## src/rtl/mdr_unit.sv

```systemverilog
// Memory data register with a read/write handshake FSM toward a simple ready-based memory.
// Optional macro MDR_TIMEOUT_EN adds a wait counter that aborts stalled accesses and sets err.
module mdr_unit #(
    parameter int ADDR_W   = 9,
    parameter int MAX_WAIT = 15
) (
    input  logic              clock,
    input  logic              clear_n,
    input  logic [31:0]       bus_in,
    input  logic              mdr_load,
    input  logic [31:0]       mar_in,
    input  logic              read_req,
    input  logic              write_req,
    input  logic [31:0]       mem_rdata,
    input  logic              mem_ready,
    output logic [31:0]       mdr_out,
    output logic [ADDR_W-1:0] mem_addr,
    output logic [31:0]       mem_wdata,
    output logic              mem_rd,
    output logic              mem_wr,
    output logic              busy,
    output logic              done,
    output logic              err
);

    typedef enum logic [1:0] {
        IDLE    = 2'd0,
        RD_WAIT = 2'd1,
        WR_WAIT = 2'd2,
        DONE    = 2'd3
    } state_t;

    state_t              state_q, state_d;
    logic [31:0]         mdr_q, mdr_d;
    logic [ADDR_W-1:0]   addr_q, addr_d;
    logic [31:0]         wdata_q, wdata_d;
    logic                rd_q, rd_d;
    logic                wr_q, wr_d;
    logic                busy_q, busy_d;
    logic                done_q, done_d;

    // Only the low ADDR_W bits of the MAR form the address.
    logic unused_mar;
    assign unused_mar = ^mar_in[31:ADDR_W];

`ifdef MDR_TIMEOUT_EN
    localparam int CNT_W = $clog2(MAX_WAIT + 1);
    logic [CNT_W-1:0] cnt_q, cnt_d;
    logic             err_q, err_d;
    logic             timeout;

    // Timeout fires on the MAX_WAIT-th wait cycle without ready, so the strobe lasts MAX_WAIT cycles.
    assign timeout = (cnt_q == CNT_W'(MAX_WAIT - 1));
`endif

    always_comb begin
        state_d = state_q;
        mdr_d   = mdr_q;
        addr_d  = addr_q;
        wdata_d = wdata_q;
        rd_d    = rd_q;
        wr_d    = wr_q;
        busy_d  = busy_q;
        done_d  = 1'b0;
`ifdef MDR_TIMEOUT_EN
        cnt_d   = cnt_q;
        err_d   = err_q;
`endif
        case (state_q)
            IDLE: begin
                if (mdr_load) mdr_d = bus_in;
                if (read_req) begin
                    addr_d  = mar_in[ADDR_W-1:0];
                    rd_d    = 1'b1;
                    busy_d  = 1'b1;
                    state_d = RD_WAIT;
`ifdef MDR_TIMEOUT_EN
                    cnt_d   = '0;
                    err_d   = 1'b0;
`endif
                end else if (write_req) begin
                    addr_d  = mar_in[ADDR_W-1:0];
                    // Forward a same-cycle MDR load straight into the write data.
                    wdata_d = mdr_load ? bus_in : mdr_q;
                    wr_d    = 1'b1;
                    busy_d  = 1'b1;
                    state_d = WR_WAIT;
`ifdef MDR_TIMEOUT_EN
                    cnt_d   = '0;
                    err_d   = 1'b0;
`endif
                end
            end
            RD_WAIT: begin
                if (mem_ready) begin
                    mdr_d   = mem_rdata;
                    rd_d    = 1'b0;
                    busy_d  = 1'b0;
                    done_d  = 1'b1;
                    state_d = DONE;
                end
`ifdef MDR_TIMEOUT_EN
                else if (timeout) begin
                    rd_d    = 1'b0;
                    busy_d  = 1'b0;
                    done_d  = 1'b1;
                    err_d   = 1'b1;
                    state_d = DONE;
                end else begin
                    cnt_d   = cnt_q + 1'b1;
                end
`endif
            end
            WR_WAIT: begin
                if (mem_ready) begin
                    wr_d    = 1'b0;
                    busy_d  = 1'b0;
                    done_d  = 1'b1;
                    state_d = DONE;
                end
`ifdef MDR_TIMEOUT_EN
                else if (timeout) begin
                    wr_d    = 1'b0;
                    busy_d  = 1'b0;
                    done_d  = 1'b1;
                    err_d   = 1'b1;
                    state_d = DONE;
                end else begin
                    cnt_d   = cnt_q + 1'b1;
                end
`endif
            end
            DONE: begin
                state_d = IDLE;
            end
            default: begin
                state_d = IDLE;
            end
        endcase
    end

    always_ff @(posedge clock or negedge clear_n) begin
        if (!clear_n) begin
            state_q <= IDLE;
            mdr_q   <= '0;
            addr_q  <= '0;
            wdata_q <= '0;
            rd_q    <= 1'b0;
            wr_q    <= 1'b0;
            busy_q  <= 1'b0;
            done_q  <= 1'b0;
        end else begin
            state_q <= state_d;
            mdr_q   <= mdr_d;
            addr_q  <= addr_d;
            wdata_q <= wdata_d;
            rd_q    <= rd_d;
            wr_q    <= wr_d;
            busy_q  <= busy_d;
            done_q  <= done_d;
        end
    end

`ifdef MDR_TIMEOUT_EN
    always_ff @(posedge clock or negedge clear_n) begin
        if (!clear_n) begin
            cnt_q <= '0;
            err_q <= 1'b0;
        end else begin
            cnt_q <= cnt_d;
            err_q <= err_d;
        end
    end
    assign err = err_q;
`else
    assign err = 1'b0;
`endif

    assign mdr_out   = mdr_q;
    assign mem_addr  = addr_q;
    assign mem_wdata = wdata_q;
    assign mem_rd    = rd_q;
    assign mem_wr    = wr_q;
    assign busy      = busy_q;
    assign done      = done_q;

endmodule
```

## config.mk

```make
export PLATFORM = sky130hd
export DESIGN_NAME = mdr_unit
export DESIGN_NICKNAME = d
export VERILOG_FILES = /design/src/rtl/mdr_unit.sv
export SDC_FILE = /design/constraint.sdc
export NUM_CORES = 1
export LEC_CHECK = 0
export CAP_MARGIN = 0
export CORE_MARGIN = 8
export CORE_UTILIZATION = 42
export DETAILED_ROUTE_END_ITERATION = 10
export PLACE_DENSITY_LB_ADDON = 0.12
export REMOVE_ABC_BUFFERS = 1
export SLEW_MARGIN = 10
export SYNTH_ARGS = -nofsm -noshare
export SYNTH_HDL_FRONTEND = slang
export SYNTH_SLANG_ARGS = --single-unit
```

## constraint.sdc

```tcl
create_clock -name clock -period 1.7 [get_ports clock]
set_input_delay 0.255 -clock clock [delete_from_list [all_inputs] [get_ports clock]]
set_output_delay 0.255 -clock clock [all_outputs]
set_load 0.01 [all_outputs]
```

==> run metrics, run 1 <==
asr flop ratio synth 100%; clk slew on worst S/H paths approximately 0.09 ns; Peak Freq ~620 MHz; fraction of layout cells with a size suffix above 1 13.6%; Yosys top cell by area dfrtp_1; fin. max-slew vios 0; unrepaired setup endpoints after global routing yes; Routability Congestion ~0.76; Rows 35; delay-heaviest family, CP buffers and inverters; clk_lat worst skew roughly 0.34 ns; post-route ant nets 0; Mean Syn Cell Area between 10 and 15 um2; Die Width around 110 um; Critical Path, Cell by Cell clkdlybuf4s50_1; Startpoint Class register; # Max-Cap Violations 0; crit path capture type output port; Crit path largest cell delay 0.58 ns; nets 632; ANT cells 0; Mapped Cells about 370; GRT Total Usage between 10% and 20%; final instance area ~6000 um2; Layout area overhead 50.2%; Finish-stage setup viols 0; post-CTS setup buffer count 0; PwrDens between 1500 and 2000 nW/um2; number of buffers created by CTS 9; outcome finished, final reports clean; Final period util a little over nine tenths; dpl cell area around 5700 um2; Setup Skew 0.00731 ns; drt first pass iters 4; vias post-DR about 3,300; sequential share of the synthesized area between 40% and 50%; Max Buffers Root-to-Sink 2; initial core utilization 43.3%; post-synthesis cell type count 30; number of flops mapped to enable cells by yosys 0; Area contributors post-synth dfrtp_1 (50%), mux2i_1 (14%), o21ai_0 (4.4%), a211oi_1 (3.6%), and3_1 (3.3%); Root Buffer clkbuf_8; adder-cell area share of the yosys netlist under 10%; largest family of logic cells by synthesized area compound AO/OA/AOI/OAI gates; P_leak roughly 0.0027 uW; input/output buffers 155; initial antenna violation count 0; largest net degree at the start of global routing 43; DP HPWL ~8.4 mm; IO Count 180; hold crit path type primary input to async pin; XOR/XNOR Fraction of Synth Area 0%; post-synthesis compound-gate area fraction about 17%; WL per Instance approximately 18 um; first-pass GRT wire length about 19 mm; Worst EP required 1.44 ns; drt initial violations 103; WL final ~11 mm; Critical Path Fanout Max 4; vias per cell about 5.2; # clock sinks between 70 and 80; multiplexer share of the synthesized area 16.9%; Final min period about 1.6 ns; CTS tree yes; core footprint a little over 9000 um2; Primary FF master, synth dfrtp_1; total grt overflow 0; # DRC 0; peak supply drop approximately 0.85 mV; number of global-route vias before repair ~3,500; Critical-path top delay cell clkdlybuf4s50_1; critical path class register to output port; mapped cell area approximately 4000 um2; buffers and inverters on the worst path 1; CTS H-tree lvls 3; Final Util between 60% and 70%; Synthesis Warnings 0; simple-gate portion of the synthesized area 8.33%; flops & latches, synth between 70 and 80; count of final hold-check violations 0; Synth top area share between 40% and 50%; die area 12,800 um2; Die H 113 um; Worst Path Arrival roughly 1.4 ns
==> path summary, 6_finish.rpt <==
check / depth (start not counted) / slack (ns) / to / start
max in group asynchronous: 3 / 0.80 / mdr_out[2]$_DFFE_PN0P_ / clear_n
worst max-delay path: 1 / 0.09 / mdr_out[10] / mdr_out[10]$_DFFE_PN0P_
worst max register to register: 6 / 0.12 / mdr_out[0]$_DFFE_PN0P_ / state_q[0]$_DFFE_PN0P_
min in group clock: 2 / 0.48 / mem_wdata[4]$_DFFE_PN0P_ / mem_wdata[4]$_DFFE_PN0P_
worst min-delay path: 2 / 0.33 / mem_wdata[18]$_DFFE_PN0P_ / clear_n
worst min register to register: 2 / 0.48 / mem_wdata[4]$_DFFE_PN0P_ / mem_wdata[4]$_DFFE_PN0P_
==> power by group <==
part	switching (uW)	internal, uW
clock network	722	906
registers	653	2800
logic	2330	2860
total	3700	6570
==> stage by stage <==
step | std cells | total power (uW) | setup slack (ns) | TNS (ns) | hold WS (ns)
6_report | 640 | 10300 | 0.0913 | 0 | 0.332
5_1_grt | 640 | 11000 | -0.00269 | -0.00520 | 0.344
4_1_cts | 640 | 10300 | 0.0597 | 0 | 0.341
3_5_place_dp | 623 | 8700 | 0.0740 | 0 | 0.154
3_3_place_gp | 623 | 8530 | 0.0953 | 0 | 0.155
2_1_floorplan | 338 | 5780 | -0.684 | -35.32 | -0.0406
==> flip-flops by register name, indices dropped and copies added (netlist names) <==
register,cells
busy,1
done,1
mdr_out,32
mem_addr,9
mem_rd,1
mem_wdata,32
mem_wr,1
state_q,2
==> layout make-up <==
type	count	area, um2
Timing Repair Buffer	175	1780
Inverter	18	67.6
Clock inverter	5	80.1
Multi-Input combinational cell	241	1780
Tap cell	111	139
Sequential cell	79	1980
Fill cell	763	3220
Clock buffer	11	151
==> layout by cell type (no fill, tap or decap), types with 2 or more instances in the layout <==
| cell type | n |
|---|---|
| buf_12 | 6 |
| o2bb2ai_1 | 2 |
| a211oi_1 | 15 |
| buf_6 | 2 |
| clkbuf_8 | 11 |
| mux2_2 | 9 |
| inv_1 | 18 |
| a21oi_1 | 24 |
| nand2_1 | 34 |
| and3_1 | 21 |
| buf_4 | 12 |
| dfrtp_1 | 79 |
| a21oi_2 | 10 |
| clkdlybuf4s50_1 | 153 |
| o22ai_1 | 11 |
| clkinvlp_4 | 2 |
| o21ai_0 | 35 |
| mux2i_1 | 57 |
| bufinv_16 | 2 |
| ha_1 | 4 |
| ha_2 | 2 |
| a211oi_2 | 6 |
==> cell usage after synthesis (2+ instances only) <==
cell type and count:
nand2_1 34, buf_4 4, dfrtp_1 79, o21ai_0 35, ha_1 6, mux2_2 9, clkbuf_4 3, o22ai_1 11
a211oi_2 2, clkbuf_1 8, o2bb2ai_1 2, a21oi_1 24, and3_1 21, inv_1 18, a211oi_1 19, a21oi_2 10
mux2i_1 57, buf_6 4, buf_2 10
==> logic make-up (layout without fill, tap and decap cells) <==
logic type / count (synthesis) / count (layout)
buffers and inverters: 47 / 209
muxes: 66 / 66
other: 1 / 1
and+or+nand+nor: 62 / 62
DFF: 79 / 79
adders and majority gates: 6 / 6
AOI/OAI and AO/OA: 106 / 106
==> what timing repair did <==
item	CTS	global route
setup endpoints to repair	0	22
hold endpoints to repair	17	0
hold buffers	1	0
resized for setup	0	7
==> routing by layer <==
metal / track usage, % / vias up / share of wire (%)
met4: 3.91 / 0 / 0.66
met5: 0 / - / 0
li1: - / 1616 / -
met1: 23.9 / 1586 / 45
met3: 7.29 / 6 / 8.5
met2: 26.9 / 117 / 45
(Power assumes the default switching activity.)
==> inputs of run 2 (changes only) <==
- ABC_AREA: default -> 1
- CORE_UTILIZATION: 42 -> 46
- clock period: 1.7 -> 2.05 ns (I/O delays scaled with it)
==> run 2 against run 1 <==
Net effect:
- non-clock buffer count down 3
- routed wire length up 11%
- global-route usage up 3.3 points
- register-to-register slack better by 0.18 ns
- setup slack better by 0.21 ns
- critical path depth up 6
- core utilization up 4.1 points
- critical endpoint is now mdr_out[30]$_DFFE_PN0P_
- largest cell class unchanged
==> run metrics, run 2 <==
outcome finished, final reports clean (unchanged); Fill cells 719 (was 763); Slew HR approximately three fifths; clk_lat worst skew 0.35 ns (was 0.34 ns); Yosys top cell by area dfrtp_1 (unchanged); Primary FF master, synth dfrtp_1 (unchanged); PwrDens 1470 nW/um2 (was 1720 nW/um2); total grt overflow 0 (unchanged); crit path capture type register (was output port); peak supply drop 0.680 mV (was 0.852 mV); Critical Path, Cell by Cell inv_1 > ha_1 > nand2_4 > buf_12 > o21ai_0 > o21ai_1 > nand2_1 (was clkdlybuf4s50_1); number of flops mapped to enable cells by yosys 0 (unchanged); Seq. cell area 1980 um2 (unchanged); Rows 34 (was 35); Max Buffers Root-to-Sink 2 (unchanged); CTS H-tree lvls 3 (unchanged); delay-heaviest family, CP flip-flops (was buffers and inverters); commonest non-fill, non-tap cells in the layout nand2_1 (229), clkdlybuf4s50_1 (154), dfrtp_1 (79) (was clkdlybuf4s50_1 (153), dfrtp_1 (79), mux2i_1 (57)); Die H 110 um (was 113 um); IO Count 180 (unchanged); initial antenna violation count 0 (unchanged); clk slew on worst S/H paths 0.08 ns (was 0.09 ns); # clock sinks 79 (unchanged); Final Util 69.1% (was 65.0%); RR Endpoint mdr_out[30]$_DFFE_PN0P_ (was mdr_out[0]$_DFFE_PN0P_); Mean Syn Cell Area 7.39 um2 (was 10.8 um2); die area 12,100 um2 (was 12,800 um2); worst-case reg-to-reg path depth 7 (was 6); sequential share of the synthesized area 48.8% (was 49.7%); Critical Path Fanout Max 26 (was 4); most common cell after layout, fill and taps aside nand2_1 (was clkdlybuf4s50_1); core footprint 8640 um2 (was 9200 um2); Final min period 1.75 ns; post-CTS setup buffer count 0 (unchanged); Root Buffer clkbuf_8 (unchanged); critical path class register to register (was register to output port); Crit Reg-Reg Startpoint state_q[1]$_DFFE_PN0P_ (was state_q[0]$_DFFE_PN0P_); Worst EP required 2.34 ns (was 1.44 ns); drt initial violations 214 (was 103); final instance area 5970 um2 (was 5980 um2); Synth top area share 48.8% (was 49.7%); initial core utilization 46.9% (was 43.3%); Worst Path Arrival 2.04 ns (was 1.35 ns); count of final hold-check violations 0 (unchanged); flops & latches, synth 79 (unchanged); P_leak 0.00304 uW (was 0.00274 uW); number of buffers created by CTS 9 (unchanged); buffers and inverters on the worst path 2 (was 1); unrepaired setup endpoints after global routing no (was yes); fin. max-slew vios 0 (unchanged); asr flop ratio synth 100% (unchanged); Setup Skew 0.00537 ns (was 0.00731 ns); CTS tree yes (unchanged); WL final 12.6 mm (was 11.4 mm); Routability Congestion 0.847 (was 0.764); dpl cell area 5730 um2 (was 5700 um2); input/output buffers 155 (unchanged); Peak Freq ~570 MHz; vias post-DR 4,130 (was 3,325); vias per cell 5.10 (was 5.20); mapped cell area 4050 um2 (was 3980 um2); largest net degree at the start of global routing 49 (was 43); nets 805 (was 632); DP HPWL 8.94 mm (was 8.36 mm); hold crit path type primary input to async pin (unchanged); # DRC 0 (unchanged); most common cell in the netlist nand2_1 (was dfrtp_1); WL per Instance 15.6 um (was 17.8 um); Area contributors post-synth dfrtp_1 (49%), nand2_1 (21%), o21ai_0 (6.8%), nand3_1 (5.4%), o21ai_1 (5.4%) (was dfrtp_1 (50%), mux2i_1 (14%), o21ai_0 (4.4%), a211oi_1 (3.6%), and3_1 (3.3%)); Mapped Cells 548 (was 367); Layout area overhead 47.3% (was 50.2%); Commonest cells post-synth nand2_1 (229), dfrtp_1 (79), o21ai_0 (55) (was dfrtp_1 (79), mux2i_1 (57), o21ai_0 (35)); post-synthesis cell type count 19 (was 30); number of global-route vias before repair 4,212 (was 3,485); Synthesis Warnings 0 (unchanged); Die Width 110 um (was 113 um); ANT cells 0 (unchanged); Tightest Pin Transition 0.573 ns; flop2flop setup slack 0.30 ns (was 0.12 ns); first-pass GRT wire length 20.3 mm (was 18.6 mm); area of the multi-input gates 1720 um2 (was 1780 um2); Crit path largest cell delay 0.41 ns (was 0.58 ns); Final period util between 80% and 90%; GRT Total Usage 21.3% (was 18.0%); Finish-stage setup viols 0 (unchanged); fraction of layout cells with a size suffix above 1 5.13% (was 13.6%); post-route ant nets 0 (unchanged); drt first pass iters 5 (was 4); Critical-path top delay cell dfrtp_1 (was clkdlybuf4s50_1); # Max-Cap Violations 0 (unchanged); Startpoint Class register (unchanged)
run 2: routing by layer:
metal	up-vias	wire length [um]	part of all wire [%]	global-route usage, %
met3	13	1150	9.1	7.97
met1	1962	5060	40	24.7
met2	134	6300	50	36.4
met4	0	147	1.2	5.21
li1	2021	-	-	-
met5	-	0	0	0
run 2: repair_timing:
action	4_1_cts	5_1_grt
gates resized for setup	0	0
hold buffers	1	0
endpoints found under the hold margin	42	0
endpoints found under the setup margin	0	0
run 2: kinds of logic (layout without fill, tap and decap cells):
kind of cell             after synthesis  count (layout)  synth area share (%)
adder cells (fa/ha/maj)                6               6                  1.85
flip-flops                            79              79                  48.8
AND/OR/NAND/NOR                      281             281                  27.9
AO/OA/AOI/OAI                        102             102                  12.6
buffers and inverters                 79             233                  8.74
other                                  1               1                0.0926
run 2: worst max-delay path by stage:
stage / startpoint / to / depth (start not counted)
finish: state_q[1]$_DFFE_PN0P_ / mdr_out[30]$_DFFE_PN0P_ / 7
global route: state_q[1]$_DFFE_PN0P_ / mdr_out[0]$_DFFE_PN0P_ / 7
CTS: state_q[1]$_DFFE_PN0P_ / mdr_out[30]$_DFFE_PN0P_ / 7
detailed placement: write_req / mem_addr[6]$_DFFE_PN0P_ / 6
global placement: write_req / mem_addr[3]$_DFFE_PN0P_ / 6
floorplan: state_q[1]$_DFFE_PN0P_ / mdr_out[25]$_DFFE_PN0P_ / 7
run 2: power by group:
part / total [uW] / internal, uW / switching (uW)
clock: 1310 / 752 / 555
sequential: 2800 / 2330 / 473
combinational: 4650 / 2260 / 2390
run 2: area by class of cell:
class	count	share of cell area (%)
Sequential cell	79	33.1
Clock inverter	3	1.09
Tap cell	108	2.27
Clock buffer	13	2.66
Inverter	45	2.83
Multi-Input combinational cell	390	28.8
Timing Repair Buffer	172	29.2
run 2: worst register-to-register path: stages (launching register included):
cell and delay (ns):
dfrtp_1 0.41, inv_1 0.16, ha_1 0.37, nand2_4 0.22, buf_12 0.22, o21ai_0 0.16
o21ai_1 0.08, nand2_1 0.06
run 2: through the flow:
stage          TNS (ns)  cells  hold slack, ns  setup slack (ns)  total power [uW]
2_1_floorplan     -3.86    514          0.0119            -0.156              4940
6_report              0    810           0.476             0.305              8760
3_3_place_gp          0    793           0.341             0.129              7330
4_1_cts               0    810           0.478             0.293              8850
3_5_place_dp          0    793           0.340            0.0750              7520
5_1_grt               0    810           0.502             0.151              9450
==> inputs of run 3 (changes only) <==
- ABC_CLOCK_PERIOD_IN_PS: default -> 2050
==> results of run 3 <==
Final layout, timing and power as in run 2 (identical DEF).
